`config.mk`:
```
export PLATFORM = sky130hd
export DESIGN_NAME = fifo_burst_reader
export DESIGN_NICKNAME = d
export VERILOG_FILES = /design/src/rtl/fifo_pkg.sv /design/src/rtl/fifo_burst_reader_skid.sv /design/src/rtl/fifo_burst_reader.sv
export SDC_FILE = /design/constraint.sdc
export NUM_CORES = 1
export LEC_CHECK = 0
export BUFFER_PORTS_ARGS = -buffer_cell sky130_fd_sc_hd__buf_2
export CAP_MARGIN = 40
export CORE_MARGIN = 2
export CORE_UTILIZATION = 45
export CTS_CLUSTER_SIZE = 16
export DETAILED_ROUTE_END_ITERATION = 8
export HOLD_SLACK_MARGIN = 0.12
export PLACE_DENSITY = 0.66
export SLEW_MARGIN = 15
export SYNTH_ARGS = -nofsm -noshare
export SYNTH_HDL_FRONTEND = slang
export SYNTH_SLANG_ARGS = --single-unit
```
`constraint.sdc`:
```
create_clock -name clk -period 4.78 [get_ports clk]
set_input_delay 0.956 -clock clk [delete_from_list [all_inputs] [get_ports clk]]
set_output_delay 0.956 -clock clk [all_outputs]
set_load 0.05 [all_outputs]
```
`src/rtl/fifo_pkg.sv`:
```
`default_nettype none
// ============================================================================
// Module      : fifo_pkg
// Description : Types and constants shared by the 8-deep byte FIFO and its
//               read-side burst controller.
//               DEF_DATA_WIDTH - default FIFO/stream word width
//               rd_state_t     - burst reader FSM states (IDLE/RUN/FLUSH)
// Revision    : 1.0 - initial release
// ============================================================================
package fifo_pkg;

    localparam int DEF_DATA_WIDTH = 8;

    typedef enum logic [1:0] {
        IDLE  = 2'd0,
        RUN   = 2'd1,
        FLUSH = 2'd2
    } rd_state_t;

endpackage
`default_nettype wire

```
`src/rtl/fifo_burst_reader_skid.sv`:
```
`default_nettype none
// ============================================================================
// Module      : skid_buf2
// Description : Two-entry register FIFO that absorbs the read latency of the
//               upstream FIFO. The head entry drives dout directly from a
//               flop, so dout is held while the entry is not popped.
//   clk, rst_n : clock, asynchronous active-low reset
//   push, din  : write din at the tail
//   pop        : remove the head entry (ignored when empty)
//   dout       : head entry
//   count      : occupancy, 0..2
// Revision    : 1.0 - initial release
// ============================================================================
module skid_buf2
    import fifo_pkg::*;
#(
    parameter int DATA_WIDTH = DEF_DATA_WIDTH
) (
    input  logic                  clk,
    input  logic                  rst_n,
    input  logic                  push,
    input  logic [DATA_WIDTH-1:0] din,
    input  logic                  pop,
    output logic [DATA_WIDTH-1:0] dout,
    output logic [1:0]            count
);

    logic [DATA_WIDTH-1:0] r_head;
    logic [DATA_WIDTH-1:0] r_tail;
    logic [1:0]            r_count;
    logic                  w_pop;
    logic                  w_push;

    assign w_pop  = pop && (r_count != 2'd0);
    // A push into a full buffer is only legal when the head leaves in the
    // same cycle; otherwise it is dropped rather than corrupting the tail.
    assign w_push = push && ((r_count != 2'd2) || w_pop);

    always_ff @(posedge clk or negedge rst_n) begin
        if (!rst_n) begin
            r_head  <= '0;
            r_tail  <= '0;
            r_count <= 2'd0;
        end else begin
            case ({w_push, w_pop})
                2'b10: begin
                    if (r_count == 2'd0) r_head <= din;
                    else                 r_tail <= din;
                    r_count <= r_count + 2'd1;
                end
                2'b01: begin
                    r_head  <= r_tail;
                    r_count <= r_count - 2'd1;
                end
                2'b11: begin
                    if (r_count == 2'd1) begin
                        r_head <= din;
                    end else begin
                        r_head <= r_tail;
                        r_tail <= din;
                    end
                end
                default: ;
            endcase
        end
    end

    assign dout  = r_head;
    assign count = r_count;

endmodule
`default_nettype wire

```
`src/rtl/fifo_burst_reader.sv`:
```
`default_nettype none
// ============================================================================
// Module      : fifo_burst_reader
// Description : On a start pulse, pops exactly burst_len words from the input
//               FIFO and streams them out on a valid/ready interface at up to
//               one word per cycle.
//   clk, rst_n           : clock, asynchronous active-low reset
//   start, burst_len     : burst request (sampled in IDLE only)
//   busy, done           : burst in progress / one-cycle completion pulse
//   fifo_rden            : FIFO pop request
//   fifo_rdata           : FIFO data, valid the cycle after fifo_rden
//   fifo_empty           : FIFO empty flag
//   m_valid, m_data      : output stream
//   m_ready              : downstream accept
// Revision    : 1.0 - initial release
// ============================================================================
module fifo_burst_reader
    import fifo_pkg::*;
#(
    parameter int DATA_WIDTH = DEF_DATA_WIDTH,
    parameter int LEN_W      = 4
) (
    input  logic                  clk,
    input  logic                  rst_n,
    input  logic                  start,
    input  logic [LEN_W-1:0]      burst_len,
    output logic                  busy,
    output logic                  done,
    output logic                  fifo_rden,
    input  logic [DATA_WIDTH-1:0] fifo_rdata,
    input  logic                  fifo_empty,
    output logic                  m_valid,
    output logic [DATA_WIDTH-1:0] m_data,
    input  logic                  m_ready
);

    localparam logic [LEN_W-1:0] c_LEN_ONE = LEN_W'(1);

    rd_state_t        r_state;
    rd_state_t        w_next_state;
    logic [LEN_W-1:0] r_len;
    logic [LEN_W-1:0] r_issued;
    logic [LEN_W-1:0] r_accepted;
    logic [LEN_W-1:0] w_issued_inc;
    logic [LEN_W-1:0] w_accepted_inc;
    logic             r_inflight;
    logic             r_busy;
    logic             r_done;
    logic             w_done_next;
    logic             w_rden;
    logic             w_hs;
    logic             w_credit;
    logic [1:0]       w_occ;
    logic [1:0]       w_fill;

    assign w_hs           = m_valid && m_ready;
    assign w_issued_inc   = r_issued + c_LEN_ONE;
    assign w_accepted_inc = r_accepted + c_LEN_ONE;

    // Words already committed to the skid buffer: stored plus the one whose
    // data arrives next cycle. A handshake this cycle frees one slot.
    assign w_fill   = w_occ + {1'b0, r_inflight};
    assign w_credit = (w_fill < 2'd2) || w_hs;

    always_comb begin
        w_next_state = r_state;
        w_rden       = 1'b0;
        w_done_next  = 1'b0;
        case (r_state)
            IDLE: begin
                if (start) begin
                    if (burst_len == '0) w_done_next  = 1'b1;
                    else                 w_next_state = RUN;
                end
            end
            RUN: begin
                w_rden = !fifo_empty && (r_issued < r_len) && w_credit;
                if (w_rden && (w_issued_inc == r_len)) w_next_state = FLUSH;
            end
            FLUSH: begin
                // The final handshake always lands here: the last word needs
                // at least two cycles after its pop to reach the output.
                if (w_hs && (w_accepted_inc == r_len)) begin
                    w_next_state = IDLE;
                    w_done_next  = 1'b1;
                end
            end
            default: w_next_state = IDLE;
        endcase
    end

    always_ff @(posedge clk or negedge rst_n) begin
        if (!rst_n) begin
            r_state    <= IDLE;
            r_len      <= '0;
            r_issued   <= '0;
            r_accepted <= '0;
            r_inflight <= 1'b0;
            r_busy     <= 1'b0;
            r_done     <= 1'b0;
        end else begin
            r_state    <= w_next_state;
            r_inflight <= w_rden;
            r_busy     <= (w_next_state != IDLE);
            r_done     <= w_done_next;
            if (r_state == IDLE) begin
                if (start) begin
                    r_len      <= burst_len;
                    r_issued   <= '0;
                    r_accepted <= '0;
                end
            end else begin
                if (w_rden) r_issued   <= w_issued_inc;
                if (w_hs)   r_accepted <= w_accepted_inc;
            end
        end
    end

    skid_buf2 #(
        .DATA_WIDTH (DATA_WIDTH)
    ) u_skid (
        .clk   (clk),
        .rst_n (rst_n),
        .push  (r_inflight),
        .din   (fifo_rdata),
        .pop   (w_hs),
        .dout  (m_data),
        .count (w_occ)
    );

    assign m_valid   = (w_occ != 2'd0);
    assign fifo_rden = w_rden;
    assign busy      = r_busy;
    assign done      = r_done;

endmodule
`default_nettype wire

```
==> qor.yml, run 1 <==
status: "complete, no violations"
cap_viol_max_count: 0
clockRootBuffer: "clkbuf_8"
hold_depth: 1
cts_made_buffers: 5
rsz0062_at_grt: "no"
cts_tree: "built"
tightestPinTransition_ns: 0.7719
grt_max_degree: 36
synthArstFlopShare_pct: 100.0
drt_wl_total_mm: 3.751
rows: 23
drv_slew: 0
drt_iter0_drc: 54
netlist_area_sq_um: 1903
crit_arrival_ns: 2.16
antennaDiodeCount: 0
synth_ff_type: "dfrtp_1"
routedWlPerCell_um: 15.00
tns_ns: 0
startpoint_type: "register"
antenna_found_initial: 0
r2r-start: "u_skid.count[0]"
post_cts_buffers: 0
drive_gt1_share_pct: 28.50
total_power_w: 0.001653
grt_pass1_vias: 1415
netlist_instances: 167
ant_nets: 0
grt_usage_pct: 17.40
crit_required_ns: 3.82
ys_ff_latch: 35
ir_drop_uv: 331.2
rrSetupSlack_ns: 2.82
n_fill_cell: 357
num_io_pins: 29
seq_area_frac_synth_pct: 46.02
clk_pin_slew_ns: 0.07
htree_levels: 2
die-area_sq_um: 4765
cts_sinks: 35
multi_input_area_sq_um: 959.7
min_period_over_period_pct: 65.27
area_delta_synth_final_pct: 13.74
die_h_um: 69.03
finalSetupViolCount: 0
synth_warnings: 0
min_to: "u_skid.r_tail[2]"
grt_first_pass_wirelength_mm: 6.727
core-area_sq_um: 4029
hold_buffers: 0
syn_area_per_cell_sq_um: 11.40
fin_util_pct: 53.73
finalHoldViolations: 0
worstSetupEndpointType: "output port"
yosys.area.top_type: "dfrtp_1"
critPathMaxFanout: 8
holdCritStartpoint: "u_skid.r_tail[2]"
reg2reg_depth: 6
place_hpwl_mm: 2.874
power_density_nw_per_um2: 763.5
netlist-cell-type-count: 42
fin_crit_ns: 3.120
fp.dieW_um: 69.03
place.gp.congestion: 0.8477
leakage_nw: 1.040
r2r-end: "u_skid.dout[5]"
clk_path_buf_depth: 2
insertion_delay_ns: 0.28
seq_area_sq_um: 875.8
vias: 1355
slew_headroom_pct: 48.54
clock_skew_ns: 0.003610
yosys-top-cells-area: "dfrtp_1 46%, ha_1 5.9%, mux2_2 5.9%"
syn_nets: 193
crit_type: "reg -> out"
drc: 0
netlist.area_leader.share_pct: 46.02
synth-edff-count: 0
viasPerCell: 5.420
hold_class: "reg -> reg"
firstDrtPassIters: 4
initial_core_util_pct: 47.24
port_buffers: 28
nets: 225
overflow: 0
fmax_mhz: 320.5
post_cts_resize_count: 0
[layer usage]
metal  track usage (%)  vias to the layer above  wire, um
met5                 0                        -         0
met4             5.882                        0        56
met2             29.38                       15      1840
li1                  -                      663         -
met1             22.43                      671      1764
met3             3.216                        6        90
[worst max path at each step]
stage,cells after the start,start,to
after CTS,7,u_skid.count[0],fifo_rden
after global placement,6,m_ready,fifo_rden
after detailed placement,6,m_ready,fifo_rden
final,7,u_skid.count[0],fifo_rden
after floorplan,5,m_ready,fifo_rden
after global routing,7,u_skid.count[0],fifo_rden
[stage by stage]
step | std cells | setup WS (ns) | hold WS (ns) | area [sq um]
after floorplan | 167 | 2.184 | 0.4799 | 1903
after global placement | 242 | 1.785 | 0.4874 | 2079
after detailed placement | 242 | 1.726 | 0.4962 | 2079
after CTS | 250 | 1.661 | 0.5127 | 2165
after global routing | 250 | 1.501 | 0.5206 | 2165
final | 250 | 1.660 | 0.5104 | 2165
[state kept, by name, summed over array words and instances (netlist names)]
| name | cells |
|---|---|
| u_skid.dout | 8 |
| r_inflight | 1 |
| r_state | 2 |
| busy | 1 |
| u_skid.r_tail | 8 |
| u_skid.count | 2 |
| r_accepted | 4 |
| r_issued | 4 |
| done | 1 |
| r_len | 4 |
[report_power, final]
| part | internal (W) | switching [W] |
|---|---|---|
| clock | 0.000102 | 0.000106 |
| sequential | 0.000434 | 0.000117 |
| combinational | 0.000365 | 0.000529 |
| total | 0.000901 | 0.000752 |
[critical path: stages (launching register included)]
cell and delay [ns]:
dfrtp_1 0.41, inv_1 0.08, ha_1 0.25, nand2b_1 0.34
o21ai_2 0.23, nand3_2 0.17, inv_2 0.13, buf_2 0.27
[cell type report]
class,instances,share of cell area (%)
Tap cell,50,2.890
Clock inverter,2,0.5780
Clock buffer,6,3.353
Timing Repair Buffer,28,6.474
Sequential cell,35,40.46
Multi-Input combinational cell,118,44.34
Inverter,11,1.908
[logic make-up after synthesis]
group           count (synthesis)  synth area share [%]
flops                          35                 46.02
buf+inv                        14                 3.550
xor+xnor                       13                 6.706
fa+ha+maj                       9                 5.917
simple gates                   42                 12.56
mux                            13                 7.495
compound gates                 41                 17.75
[placed cells by master, fill, tap and decap left out, types with 2 or more instances in the layout]
| master | netlist | routed |
|---|---|---|
| inv_2 | 2 | 2 |
| o21a_1 | 3 | 3 |
| ha_1 | 9 | 9 |
| a22o_1 | 10 | 10 |
| o21ai_0 | 4 | 4 |
| nand3_1 | 3 | 3 |
| nand2_1 | 14 | 14 |
| dfrtp_1 | 35 | 35 |
| a21o_1 | 8 | 8 |
| xor2_1 | 4 | 4 |
| clkbuf_8 | 0 | 5 |
| a21oi_1 | 4 | 4 |
| mux2_2 | 10 | 10 |
| o22ai_1 | 2 | 2 |
| nand4_1 | 3 | 3 |
| nor2b_1 | 4 | 4 |
| xnor2_1 | 8 | 8 |
| mux2i_1 | 3 | 3 |
| nor2_1 | 8 | 8 |
| buf_2 | 0 | 28 |
| inv_1 | 9 | 9 |
[cell usage after synthesis (2+ instances only)]
library cell,n
nand2_1,14
a22o_1,10
o22ai_1,2
nand4_1,3
xor2_1,4
a21o_1,8
xnor2_1,8
a21oi_1,4
mux2i_1,3
nor2_1,8
o21a_1,3
nor2b_1,4
o21ai_0,4
inv_1,9
inv_2,2
mux2_2,10
buf_4,2
dfrtp_1,35
ha_1,9
nand3_1,3
Note: power is estimated with default switching activity, not from simulation.
==> run 2, diff against run 1 <==
--- a/config.mk
+++ b/config.mk
@@ -5,6 +5,7 @@
 export SDC_FILE = /design/constraint.sdc
 export NUM_CORES = 1
 export LEC_CHECK = 0
+export ABC_AREA = 1
 export BUFFER_PORTS_ARGS = -buffer_cell sky130_fd_sc_hd__buf_2
 export CAP_MARGIN = 40
 export CORE_MARGIN = 2
@@ -12,7 +13,7 @@
 export CTS_CLUSTER_SIZE = 16
 export DETAILED_ROUTE_END_ITERATION = 8
 export HOLD_SLACK_MARGIN = 0.12
-export PLACE_DENSITY = 0.66
+export PLACE_DENSITY = 0.68
 export SLEW_MARGIN = 15
 export SYNTH_ARGS = -nofsm -noshare
 export SYNTH_HDL_FRONTEND = slang
==> constraint.sdc (replaced) <==
create_clock -name clk -period 2.8 [get_ports clk]
set_input_delay 0.56 -clock clk [delete_from_list [all_inputs] [get_ports clk]]
set_output_delay 0.56 -clock clk [all_outputs]
set_load 0.05 [all_outputs]
==> run 2 against run 1 <==
Cell count rose by 26%; register-to-register slack lost 1.7 ns; via count rose by 16%; die area increased by 0.49%; area after synthesis rose by 0.53%; global-route usage up 0.44 points; utilization rose by 0.70 points; largest power group is now sequential cells.
==> qor.yml, run 2 <==
grt_first_pass_wirelength_mm: 6.941  # was 6.727 mm
synth-edff-count: 0  # unchanged
dp.cells: 307  # was 242
crit_required_ns: 2.24  # was 3.82 ns
post_cts_resize_count: 0  # unchanged
syn_nets: 256  # was 193
drv_slew: 0  # unchanged
fin_crit_ns: 2.476
finalHoldViolations: 0  # unchanged
status: "complete, no violations"  # unchanged
ir_drop_uv: 265.0  # was 331.2 uV
yosys-top-cells-area: "dfrtp_1 46%, nand2_1 11%, inv_1 7.1%"  # was dfrtp_1 46%, ha_1 5.9%, mux2_2 5.9%
hold_buffers: 0  # unchanged
tightestPinTransition_ns: 0.4306  # was 0.7719 ns
drt_iter0_drc: 99  # was 54
cts_made_buffers: 5  # unchanged
synth_warnings: 0  # unchanged
most-common-layout-cells: "56 x nand2_1, 36 x inv_1, 35 x dfrtp_1"  # was 35 x dfrtp_1, 28 x buf_2, 14 x nand2_1
netlist_area_sq_um: 1913  # was 1903 sq um
overflow: 0  # unchanged
cts_sinks: 35  # unchanged
leakage_nw: 1.193  # was 1.040 nW
antennaDiodeCount: 0  # unchanged
reg2reg_depth: 8  # was 6
fmax_mhz: 403.9
clk_pin_slew_ns: 0.07  # about the same
synthArstFlopShare_pct: 100.0  # unchanged
critPathMaxFanout: 7  # was 8
min_period_over_period_pct: 88.43
place.gp.congestion: 0.8135  # was 0.8477
htree_levels: 2  # unchanged
yosys.area.top_type: "dfrtp_1"  # unchanged
rrSetupSlack_ns: 1.12  # was 2.82 ns
netlist_instances: 230  # was 167
n_fill_cell: 369  # was 357
place_hpwl_mm: 2.893  # was 2.874 mm
total_power_w: 0.0009416  # was 0.001653 W
tns_ns: 0  # unchanged
r2r-start: "r_accepted[0]"  # was u_skid.count[0]
synth_ff_type: "dfrtp_1"  # unchanged
initial_core_util_pct: 47.15  # was 47.24%
die_h_um: 69.20  # was 69.03 um
antenna_found_initial: 0  # unchanged
worstSetupEndpointType: "output port"  # unchanged
final_cell_area_sq_um: 2208  # was 2165 sq um
seq_area_frac_synth_pct: 45.78  # was 46.02%
crit_arrival_ns: 1.92  # was 2.16 ns
clock_skew_ns: 0.006412  # was 0.003610 ns
ys_ff_latch: 35  # unchanged
crit_end: "fifo_rden"  # unchanged
crit_type: "reg -> out"  # unchanged
fin_ws_ns: 0.3240  # was 1.660 ns
crit_start: "r_len[1]"  # was u_skid.count[0]
viasPerCell: 4.972  # was 5.420
synth_common_cells: "56 x nand2_1, 36 x inv_1, 35 x dfrtp_1, 22 x nand3_1, 12 x nor2_1"  # was 35 x dfrtp_1, 14 x nand2_1, 10 x a22o_1, 10 x mux2_2
nets: 291  # was 225
firstDrtPassIters: 4  # unchanged
die-area_sq_um: 4789  # was 4765 sq um
rows: 23  # unchanged
clockRootBuffer: "clkbuf_8"  # unchanged
startpoint_type: "register"  # unchanged
power_density_nw_per_um2: 426.4  # was 763.5 nW/um^2
hold_class: "in -> async"  # was reg -> reg
grt_usage_pct: 17.84  # was 17.40%
drive_gt1_share_pct: 22.93  # was 28.50%
insertion_delay_ns: 0.29  # was 0.28 ns
cts_tree: "built"  # unchanged
area_delta_synth_final_pct: 15.44  # was 13.74%
post_cts_buffers: 0  # unchanged
netlist.area_leader.share_pct: 45.78  # was 46.02%
netlist-cell-type-count: 22  # was 42
grt_pass1_vias: 1515  # was 1415
drc: 0  # unchanged
fp.dieW_um: 69.20  # was 69.03 um
core-area_sq_um: 4058  # was 4029 sq um
syn_area_per_cell_sq_um: 8.318  # was 11.40 sq um
multi_input_area_sq_um: 868.3  # was 959.7 sq um
routedWlPerCell_um: 12.65  # was 15.00 um
r2r-end: "busy"  # was u_skid.dout[5]
clk_path_buf_depth: 2  # unchanged
postPlaceCellArea_sq_um: 2096  # was 2079 sq um
seq_area_sq_um: 875.8  # unchanged
synthMostInstantiatedCell: "nand2_1"  # was dfrtp_1
rsz0062_at_grt: "no"  # unchanged
ant_nets: 0  # unchanged
layout_commonest_cell: "nand2_1"  # was dfrtp_1
drt_wl_total_mm: 3.997  # was 3.751 mm
fin_cells: 316  # was 250
dp_slack_ns: 0.6443  # was 1.726 ns
vias: 1571  # was 1355
num_io_pins: 29  # unchanged
finalSetupViolCount: 0  # unchanged
port_buffers: 28  # unchanged
cap_viol_max_count: 0  # unchanged
slew_headroom_pct: 71.29  # was 48.54%
grt_max_degree: 36  # unchanged
## run 2: worst min-delay path by stage
stage                           startpoint          endpoint  slack [ns]
after floorplan                      rst_n              busy        0.26
after global placement    u_skid.r_tail[2]  u_skid.r_tail[2]        0.47
after detailed placement  u_skid.r_tail[2]  u_skid.r_tail[2]        0.48
after CTS                            rst_n  u_skid.r_tail[0]        0.38
after global routing                 rst_n       r_issued[1]        0.23
final                                rst_n       r_issued[1]        0.20
## run 2: final cells by class
| cell class | instances | area share (%) |
|---|---|---|
| clock buffers | 6 | 3.286 |
| clock inverters | 2 | 0.5666 |
| inverters | 39 | 6.742 |
| multi-input cells | 155 | 39.32 |
| flip-flops and latches | 35 | 39.66 |
| well taps | 50 | 2.833 |
| repair buffers | 29 | 7.592 |
## run 2: through the flow
step	utilization (%)	hold slack, ns
final	54.42	0.2036
after global routing	54.42	0.2317
after CTS	53.75	0.3794
after detailed placement	51.65	0.4751
after global placement	51.65	0.4658
after floorplan	-	0.2644
## run 2: cell families after synthesis
family,Yosys count,share of synthesized area (%)
AO/OA/AOI/OAI,37,12.75
flip-flops,35,45.78
XOR/XNOR,1,0.4579
adder cells (fa/ha/maj),9,5.886
AND/OR/NAND/NOR,108,26.29
buffers and inverters,40,8.830
## run 2: critical path: stages (launching register included)
cell,delay [ns]
dfrtp_1,0.39
inv_1,0.12
ha_1,0.24
nand2_1,0.08
nand2_1,0.06
nand2_1,0.06
nand3_1,0.07
nor2_2,0.15
nand2_4,0.09
inv_1,0.10
buf_2,0.26
## run 2: where the power goes
part	total (W)	switching (W)	internal [W]	leakage (nW)
logic	0.0000681	0.0000467	0.0000214	0.734
registers	0.000514	0.00000285	0.000511	0.418
clock network	0.000359	0.000186	0.000174	0.0412
total	0.000942	0.000235	0.000706	1.19
## run 2: metal layers
metal,global-route usage (%),wire length (um),vias to the layer above
met5,0,0,-
met4,5.447,46,0
met3,5.233,174,8
met2,26.82,1775,30
met1,24.91,2001,720
li1,-,-,813
